$ cat config.mk
export PLATFORM = sky130hd
export DESIGN_NAME = shift_reg_univ
export DESIGN_NICKNAME = d
export VERILOG_FILES = /design/src/rtl/shift_reg_univ_pkg.sv /design/src/rtl/shift_reg_univ_word_cnt.sv /design/src/rtl/shift_reg_univ.sv
export SDC_FILE = /design/constraint.sdc
export NUM_CORES = 1
export LEC_CHECK = 0
export BUFFER_PORTS_ARGS = -buffer_cell sky130_fd_sc_hd__buf_2
export CELL_PAD_IN_SITES_DETAIL_PLACEMENT = 1
export CELL_PAD_IN_SITES_GLOBAL_PLACEMENT = 2
export CORE_MARGIN = 4
export CORE_UTILIZATION = 24
export DETAILED_ROUTE_END_ITERATION = 16
export HOLD_SLACK_MARGIN = 0.02
export PLACE_DENSITY = 0.73
export SYNTH_ARGS = -nofsm -noshare
export SYNTH_HDL_FRONTEND = slang
export SYNTH_HIERARCHICAL = 1
export SYNTH_SLANG_ARGS = --single-unit
export TNS_END_PERCENT = 30
$ cat constraint.sdc
create_clock -name clk -period 0.95 [get_ports clk]
set_input_delay 0.19 -clock clk [delete_from_list [all_inputs] [get_ports clk]]
set_output_delay 0.19 -clock clk [all_outputs]
set_load 0.005 [all_outputs]
$ cat src/rtl/shift_reg_univ_pkg.sv
// Shared encodings for the universal shift register: operation modes and
// shift directions.
package shift_pkg;

  localparam logic [1:0] MODE_HOLD = 2'b00;
  localparam logic [1:0] MODE_SHR  = 2'b01;
  localparam logic [1:0] MODE_SHL  = 2'b10;
  localparam logic [1:0] MODE_LOAD = 2'b11;

  localparam logic DIR_R = 1'b0;
  localparam logic DIR_L = 1'b1;

  function automatic logic is_shift(input logic [1:0] mode);
    return (mode == MODE_SHR) || (mode == MODE_SHL);
  endfunction

endpackage

$ cat src/rtl/shift_reg_univ_word_cnt.sv
// Counts consecutive same-direction shifts and raises a registered one-cycle
// word_valid_o strobe when WIDTH of them have been assembled.
module shift_word_cnt
  import shift_pkg::*;
#(
  parameter int WIDTH = 4
) (
  input  logic                     clk,
  input  logic                     rst,
  input  logic                     shift_i,
  input  logic                     dir_i,
  input  logic                     clear_i,
  output logic [$clog2(WIDTH)-1:0] bit_cnt_o,
  output logic                     word_valid_o
);

  localparam int CNT_W = $clog2(WIDTH);
  // One extra bit so n can hold WIDTH itself even for power-of-two widths.
  localparam logic [CNT_W:0] FULL = (CNT_W+1)'(WIDTH);

  logic [CNT_W-1:0] cnt_q, cnt_d;
  logic             last_dir_q, last_dir_d;
  logic             word_valid_q, word_valid_d;
  logic [CNT_W:0]   n;

  always_comb begin
    n = (dir_i == last_dir_q) ? ({1'b0, cnt_q} + (CNT_W+1)'(1))
                              : (CNT_W+1)'(1);
  end

  always_comb begin
    cnt_d        = cnt_q;
    last_dir_d   = last_dir_q;
    word_valid_d = 1'b0;
    if (clear_i) begin
      cnt_d = '0;
    end else if (shift_i) begin
      last_dir_d = dir_i;
      if (n == FULL) begin
        cnt_d        = '0;
        word_valid_d = 1'b1;
      end else begin
        cnt_d = n[CNT_W-1:0];
      end
    end
  end

  always_ff @(posedge clk or negedge rst) begin
    if (!rst) begin
      cnt_q        <= '0;
      last_dir_q   <= DIR_R;
      word_valid_q <= 1'b0;
    end else begin
      cnt_q        <= cnt_d;
      last_dir_q   <= last_dir_d;
      word_valid_q <= word_valid_d;
    end
  end

  assign bit_cnt_o    = cnt_q;
  assign word_valid_o = word_valid_q;

endmodule

$ cat src/rtl/shift_reg_univ.sv
// Universal shift register: hold, shift right/left with serial inputs, parallel
// load, plus a word-complete strobe from the shift counter.
module shift_reg_univ
  import shift_pkg::*;
#(
  parameter int               WIDTH     = 4,
  parameter logic [WIDTH-1:0] RESET_VAL = '0
) (
  input  logic                     clk,
  input  logic                     rst,
  input  logic                     en,
  input  logic [1:0]               mode,
  input  logic                     sin_r,
  input  logic                     sin_l,
  input  logic [WIDTH-1:0]         pdata,
  output logic [WIDTH-1:0]         q,
  output logic                     sout_r,
  output logic                     sout_l,
  output logic [$clog2(WIDTH)-1:0] bit_cnt,
  // Strobe, not a handshake: word_valid is high for exactly one cycle while q
  // holds a freshly completed word; there is no ready and no backpressure.
  output logic                     word_valid
);

  logic [WIDTH-1:0] q_q, q_d;
  logic             shift_s, clear_s, dir_s;

  assign shift_s = en && is_shift(mode);
  assign clear_s = en && (mode == MODE_LOAD);
  assign dir_s   = (mode == MODE_SHL) ? DIR_L : DIR_R;

  always_comb begin
    q_d = q_q;
    if (en) begin
      case (mode)
        MODE_HOLD: q_d = q_q;
        MODE_SHR:  q_d = {sin_r, q_q[WIDTH-1:1]};
        MODE_SHL:  q_d = {q_q[WIDTH-2:0], sin_l};
        MODE_LOAD: q_d = pdata;
        default:   q_d = q_q;
      endcase
    end
  end

  always_ff @(posedge clk or negedge rst) begin
    if (!rst) q_q <= RESET_VAL;
    else      q_q <= q_d;
  end

  shift_word_cnt #(.WIDTH(WIDTH)) u_word_cnt (
    .clk          (clk),
    .rst          (rst),
    .shift_i      (shift_s),
    .dir_i        (dir_s),
    .clear_i      (clear_s),
    .bit_cnt_o    (bit_cnt),
    .word_valid_o (word_valid)
  );

  assign q      = q_q;
  assign sout_r = q_q[0];
  assign sout_l = q_q[WIDTH-1];

endmodule

Yosys cells after proc, flatten, opt, wreduce, memory -nomap -nowiden
Index checks and enable logic that the tools add are counted.

Bits in registers: 8. Bits of input ports: 11. Output and inout port bits: 9. Word-level logic and storage cells: 28.

Add/subtract/negate cells: 1. Equality and inequality tests: 5. Mux-type cells: 9. Bitwise gates (word level): 2. Reduce and logical (&&, ||, !) cells: 7.

Operators with widths (count): one-hot mux 4 bit (3 select lines) (1); two-way mux 2 bit (3); == test 2 bit, second input constant (2); two-way mux 1 bit (4); AND reduction 2 bit (2); adder 2 x 1 -> 3 bit, second input constant (1); == test 3 bit, second input constant (1); two-way mux 3 bit (1); == test 2 x 1 -> 1 bit, second input constant (1); logical AND 1 bit (2); zero test 2 bit (1); inverter 1 bit (2); nonzero test 2 bit (1); == test 1 bit (1); logical OR 1 bit (1).

Logic depth before layout (Yosys ltp)
Gate-level depths: netlist of run 1.

Depth after elaboration: 8. Depth in mapped cells: 6. Mapped depth without buffers: 5.

Modules after synthesis
The synthesis of run 1 kept the hierarchy.

Modules (own cells, without submodules): shift_reg_univ (times used 1, cells each 38, area an instance 321.6 sq um, seq. area each 100.1 sq um); shift_word_cnt (times used 1, cells each 16, area an instance 210.2 sq um, seq. area each 100.1 sq um).

Worst setup path after synthesis of run 1
No wires, ideal clock.

Path kind: in2reg. From: input port mode[0]. To: register u_word_cnt.last_dir_q. Library setup time: 125 ps. Arrival time: 1109 ps. Required time: 825 ps. Setup slack: -284 ps. Cell stages on the path: 5. Path buffers: 0. Path through: inv_1 -> ha_1 -> and2_1 -> nor2b_4 -> mux2_4.

Word-level cells in the longest chain between the ends: 4. Elaborated cells between the ends (all ways): 9. Those cells by class: eq/ne (3); mux (1); bitwise (1); reduce/logical (4).

RTL lines: start: declaration (line shift_reg_univ.sv:12) `input logic [1:0] mode,`; == test 2 x 1 -> 1 bit / == test 2 bit (equally long branches) (line shift_reg_univ_pkg.sv:14) `return (mode == MODE_SHR) || (mode == MODE_SHL);`; logical OR 1 bit (*) (line shift_reg_univ_pkg.sv:14); logical AND 1 bit (*) (line shift_reg_univ.sv:28) `assign shift_s = en && is_shift(mode);`; net shift_s (line shift_reg_univ.sv:26) `logic shift_s, clear_s, dir_s;`; AND reduction 2 bit (no source line) (*); end signal: assignment (line shift_reg_univ_word_cnt.sv:55) `last_dir_q <= last_dir_d;`; end: declaration (line shift_reg_univ_word_cnt.sv:22) `logic last_dir_q, last_dir_d;`.

The timed path passes the listed nets; every way through them passes the cells marked *. A chain may end at the register's enable or synchronous reset.

Final worst setup path of run 1
From: register u_word_cnt.cnt_q[0] (netlist: u_word_cnt/bit_cnt_o[0]). To: output port bit_cnt[0].

RTL lines: start: declaration (line shift_reg_univ_word_cnt.sv:21) `logic [CNT_W-1:0] cnt_q, cnt_d;`; start signal: assignment (line shift_reg_univ_word_cnt.sv:54) `cnt_q <= cnt_d;`; end: declaration (line shift_reg_univ.sv:19) `output logic [$clog2(WIDTH)-1:0] bit_cnt,`.

No word-level cell between the ends.

==> reports/qor.yml, run 1 <==
critical_path_class: "register to primary output"
crit_arrival_ns: 0.91
rsz0062_at_grt: "true"
track_usage: 0.115
syn_nets: 70
min_path_cells: 3
synth.top_cell.area_share: 0.376
grt_max_degree: 10
slew_headroom: 0.845
path_clk_slew_ns: 0.06
dr_total_vias: 496
routabilityCongestion: 0.659
min-delay-path-class: "input port to register"
core_area_mm2: 0.00204
maxCapViolations: 0
gr-total-overflow: 0
synth_area_per_cell_um2: 9.85
synth-seq-area-share: 0.376
synth-edff-count: 0
pin_count: 20
start_util: 0.260
power_density_mw_per_mm2: 1460
nets: 102
synth_area_um2: 532
dieArea_mm2: 0.00303
die_x_um: 55.1
hold_start: "sin_l"
path_max_fanout: 2
drc_errors: 0
clockBufferDepth: 2
cts_buffers: 3
tightest_slew_ns: 0.232
ctsHtreeMaxLevel: 1
rr_startpoint: "u_word_cnt/bit_cnt_o[0]$_DFFE_PN0P_"
wirelength_um: 1380
antennaDiodeCount: 0
antenna_left: 0
cpPeakStageDelay_ns: 0.42
avgRoutedWirePerCell_um: 12.4
grt_pass1_vias: 561
critical_path.startpoint_type: "register"
die_h_um: 55.1
vias_per_cell: 4.47
dpl.hpwl_um: 1040
violations: "negative setup slack"
clockRootBuffer: "clkbuf_4"
cpMostUsedCell: "buf_6"
ff2ff_path_depth: 4
utilization: 0.453
max-vdd-ir-drop_mv: 0.607
clock_sink_count: 8
syn_inst: 54
cp.required_ns: 0.76
critPathLaunch: "u_word_cnt/bit_cnt_o[0]$_DFFE_PN0P_"
synth_most_common_cell: "dfrtp_1"
outcome: "finished, violations left"
row_count: 16
hold_viol: 0
fmax_mhz: 906
synth-seq-cells: 8
place_area_um2: 754
io_buffers: 19
antenna_found_initial: 0
finalSetupViolCount: 12
worstSkewPairLatency_ns: 0.25
grt_pass1_wl_um: 2380
netlist-cell-type-count: 23
synth_common_cells: "8 x dfrtp_1, 5 x ha_1, 5 x nand2_1"
yosysTopAreaCell: "dfrtp_1"
synth_warnings: 6
synthArstFlopShare: 1.00
clock_skew_ns: 0.00316
firstDrtPassIters: 2
end_kind: "primary output"
cts_tree: "done"
syn_to_final_growth_pct: 74.1
leakage_nw: 0.410
design_area_um2: 926
synthFlopType: "dfrtp_1"
post-route-min-period_ns: 1.10
dr.first_iter.drc_count: 2
slew_violations: 0
finalWorstSetupSlack_ns: -0.153
final_layout_size_suffix_gt1_frac: 0.607
crit_slowest_cell: "dfrtp_1"
finalCritPeriodShare: 1.16
synthTopCellsByArea: "dfrtp_1 38%, ha_1 12%, nor3b_1 5.6%"
worstPathCellList: "buf_6 -> buf_6"
## critical path: cells and delay by family, from the launching register on
kind / cells / cell delay (ns)
buf+inv: 2 / 0.24
flops: 1 / 0.42
## per-layer routing
metal,up-vias,GRT usage,wire (um)
met4,0,0.0729,36
met1,233,0.132,556
met2,14,0.197,716
li1,245,-,-
met5,-,0,0
met3,4,0.0188,69
## logic make-up after synthesis
family / synth area share
flip-flops: 0.376
buffers and inverters: 0.0800
adder cells (fa/ha/maj): 0.118
AND/OR/NAND/NOR: 0.231
XOR/XNOR: 0.0165
AO/OA/AOI/OAI: 0.151
multiplexers: 0.0282
## through the flow
step / setup TNS [ns] / setup slack [ns] / hold slack [ns] / power [mW] / cells
final: -0.746 / -0.153 / 0.198 / 1.35 / 111
after global routing: -1.36 / -0.191 / 0.212 / 1.46 / 111
after CTS: -0.823 / -0.131 / 0.193 / 1.31 / 111
after detailed placement: -2.93 / -0.426 / 0.0465 / 0.900 / 105
after global placement: -2.73 / -0.389 / 0.0469 / 0.881 / 105
after floorplan: -0.371 / -0.182 / -0.106 / 0.692 / 54
## placed cells by master, fill, tap and decap left out, types with 2 or more instances in the layout
cell type / count
a21oi_1: 4
a31oi_1: 4
and2_4: 2
buf_12: 2
buf_2: 14
buf_4: 4
buf_6: 9
clkbuf_4: 3
dfrtp_1: 8
ha_4: 3
nand2_1: 5
nor2_1: 4
nor3b_2: 3
## sequential cells by signal, summed over array words and instances, names as in the netlist
register and flops:
q 4, u_word_cnt/bit_cnt_o 2, u_word_cnt/last_dir_q 1, u_word_cnt/word_valid_o 1
## final cells by class
type,count,area [um^2]
Clock buffer,3,22.5
Fill cell,241,1120
Inverter,3,26.3
Multi-Input combinational cell,39,377
Sequential cell,8,200
Tap cell,27,33.8
Timing Repair Buffer,31,267
## where the power goes
part           switching, mW  internal, mW
Sequential            0.0656         0.403
Combinational          0.230         0.388
Clock                  0.115         0.145
Total                  0.411         0.936
## path summary, 6_finish.rpt
path / endpoint / slack [ns]
worst max-delay path: bit_cnt[0] / -0.15
worst min-delay path: q[0]$_DFFE_PN0P_ / 0.20
worst max register to register: u_word_cnt/bit_cnt_o[0]$_DFFE_PN0P_ / -0.10
worst min register to register: q[2]$_DFFE_PN0P_ / 0.58
max in group asynchronous: q[3]$_DFFE_PN0P_ / 0.47
min in group asynchronous: u_word_cnt/last_dir_q$_DFFE_PN0P_ / 0.31
## repair_timing
item,in CTS,in global routing
hold buffers,1,0
endpoints found under the setup margin,16,16
hold endpoints to repair,8,0
gates resized for setup,19,6
setup buffers,2,0
pin swaps,4,4
Note: power is estimated with default switching activity, not from simulation.
==> run 2: changes to the inputs <==
==> constraint.sdc (replaced) <==
create_clock -name clk -period 0.95 [get_ports clk]
set_input_delay 0.095 -clock clk [delete_from_list [all_inputs] [get_ports clk]]
set_output_delay 0.095 -clock clk [all_outputs]
set_load 0.005 [all_outputs]
==> reports/qor.yml, run 2 (synthesis gave the netlist of run 1 again) <==
outcome: "finished, violations left"  # unchanged
violations: "negative setup slack"  # unchanged
final_layout_size_suffix_gt1_frac: 0.568  # was 0.607
antennaDiodeCount: 0  # unchanged
hold_viol: 0  # unchanged
min_path_cells: 3  # unchanged
path_max_fanout: 3  # was 2
post-place-ws_ns: -0.294  # was -0.426 ns
clock_sink_count: 8  # unchanged
tightest_slew_ns: 0.219  # was 0.232 ns
finalSetupViolCount: 3  # was 12
firstDrtPassIters: 3  # was 2
die_x_um: 55.1  # unchanged
syn_to_final_growth_pct: 57.4  # was 74.1%
avgRoutedWirePerCell_um: 12.6  # was 12.4 um
r2r_setup_slack_ns: -0.06  # was -0.10 ns
cts_buffers: 3  # unchanged
finalCritPeriodShare: 1.07  # was 1.16
dieArea_mm2: 0.00303  # unchanged
post-route-min-period_ns: 1.01  # was 1.10 ns
rr_startpoint: "u_word_cnt/bit_cnt_o[1]$_DFFE_PN0P_"  # was u_word_cnt/bit_cnt_o[0]$_DFFE_PN0P_
dpl.hpwl_um: 1080  # was 1040 um
dp_cells: 104  # was 105
ctsHtreeMaxLevel: 1  # unchanged
cpPeakStageDelay_ns: 0.40  # was 0.42 ns
wirelength_um: 1360  # was 1380 um
fmax_mhz: 986  # was 906 MHz
worstSkewPairLatency_ns: 0.24  # was 0.25 ns
power_density_mw_per_mm2: 1410  # was 1460 mW/mm^2
ff2ff_path_depth: 3  # was 4
vias_per_cell: 4.40  # was 4.47
start_util: 0.260  # unchanged
antenna_left: 0  # unchanged
hold_start: "sin_l"  # unchanged
largest_reg_flops: 4  # unchanged
nets: 99  # was 102
worstPathCellList: "ha_1 -> nand3b_1 -> o32ai_1"  # was buf_6 -> buf_6
layout.cells.most_common_list: "16 x buf_2, 8 x dfrtp_1, 6 x buf_6, 5 x nand2_1"  # was 14 x buf_2, 9 x buf_6, 8 x dfrtp_1, 5 x nand2_1
min-delay-path-class: "input port to register"  # unchanged
holdPathEnd: "q[0]$_DFFE_PN0P_"  # unchanged
dr.first_iter.drc_count: 3  # was 2
r2r_end: "u_word_cnt/bit_cnt_o[1]$_DFFE_PN0P_"  # was u_word_cnt/bit_cnt_o[0]$_DFFE_PN0P_
drc_errors: 0  # unchanged
row_count: 16  # unchanged
end_kind: "register"  # was primary output
path_clk_slew_ns: 0.06  # about the same
maxCapViolations: 0  # unchanged
gr-total-overflow: 0  # unchanged
place_area_um2: 747  # was 754 um^2
mostFrequentLayoutCell: "buf_2"  # unchanged
crit_slowest_cell: "dfrtp_1"  # unchanged
slew_violations: 0  # unchanged
critical_path_class: "register to register"  # was register to primary output
design_area_um2: 837  # was 926 um^2
pin_count: 20  # unchanged
slew_headroom: 0.853  # was 0.845
grt_pass1_vias: 503  # was 561
critical_path.startpoint_type: "register"  # unchanged
clockRootBuffer: "clkbuf_4"  # unchanged
grt_max_degree: 10  # unchanged
routabilityCongestion: 0.674  # was 0.659
cts_tree: "done"  # unchanged
clock_skew_ns: 0.0000905  # was 0.00316 ns
finalNonFillerCells: 108  # was 111
leakage_nw: 0.376  # was 0.410 nW
die_h_um: 55.1  # unchanged
io_buffers: 19  # unchanged
core_area_mm2: 0.00204  # unchanged
cp.required_ns: 1.09  # was 0.76 ns
clockBufferDepth: 2  # unchanged
max-vdd-ir-drop_mv: 0.436  # was 0.607 mV
rsz0062_at_grt: "true"  # unchanged
grt_pass1_wl_um: 2280  # was 2380 um
finalWorstSetupSlack_ns: -0.0638  # was -0.153 ns
track_usage: 0.109  # was 0.115
dr_total_vias: 475  # was 496
antenna_found_initial: 0  # unchanged
crit_arrival_ns: 1.16  # was 0.91 ns
run 2: how the worst max path moves through the flow:
stage,to,cells after the start,startpoint
after floorplan,u_word_cnt/last_dir_q$_DFFE_PN0P_,5,mode[0]
after global routing,u_word_cnt/bit_cnt_o[1]$_DFFE_PN0P_,3,u_word_cnt/bit_cnt_o[1]$_DFFE_PN0P_
after CTS,u_word_cnt/bit_cnt_o[1]$_DFFE_PN0P_,3,u_word_cnt/bit_cnt_o[0]$_DFFE_PN0P_
after detailed placement,u_word_cnt/last_dir_q$_DFFE_PN0P_,6,mode[0]
final,u_word_cnt/bit_cnt_o[1]$_DFFE_PN0P_,3,u_word_cnt/bit_cnt_o[1]$_DFFE_PN0P_
after global placement,u_word_cnt/bit_cnt_o[1]$_DFFE_PN0P_,5,mode[0]
run 2: final cells by class:
cell class / instances / area (um^2)
inverters: 3 / 26.3
flip-flops and latches: 8 / 200
clock buffers: 3 / 22.5
repair buffers: 28 / 208
fillers: 240 / 1200
multi-input cells: 39 / 347
well taps: 27 / 33.8
run 2: metal layers:
metal | vias to the layer above | share of wire | track usage
li1 | 237 | - | -
met1 | 224 | 0.39 | 0.119
met2 | 12 | 0.54 | 0.199
met3 | 2 | 0.048 | 0.0241
met4 | 0 | 0.014 | 0.0486
met5 | - | 0 | 0
run 2: stage by stage:
step | setup TNS, ns | power (mW) | hold WS (ns) | util
after global routing | -0.377 | 1.29 | 0.127 | 0.410
after detailed placement | -2.08 | 0.880 | -0.0482 | 0.366
final | -0.110 | 1.18 | 0.109 | 0.410
after global placement | -1.96 | 0.860 | -0.0471 | 0.366
after floorplan | -0.204 | 0.692 | -0.201 | -
after CTS | -0.138 | 1.17 | 0.0981 | 0.395
run 2: report_power, final:
part           switching, mW  internal (mW)
registers             0.0531          0.403
logic                  0.204          0.274
clock network          0.106          0.144
total                  0.363          0.821
run 2: repair_timing:
| item | in CTS | in global routing |
|---|---|---|
| pin swaps | 3 | 2 |
| gates resized for setup | 8 | 5 |
| endpoints found under the setup margin | 6 | 8 |
| endpoints found under the hold margin | 8 | 0 |
| hold buffers | 1 | 0 |
| setup buffers | 0 | 1 |
run 2: worst max-delay path, delay by kind of cell, from the launching register on:
kind            cells  cell delay [ns]
fa+ha+maj           1             0.32
compound gates      1             0.11
flops               1             0.40
simple gates        1             0.09
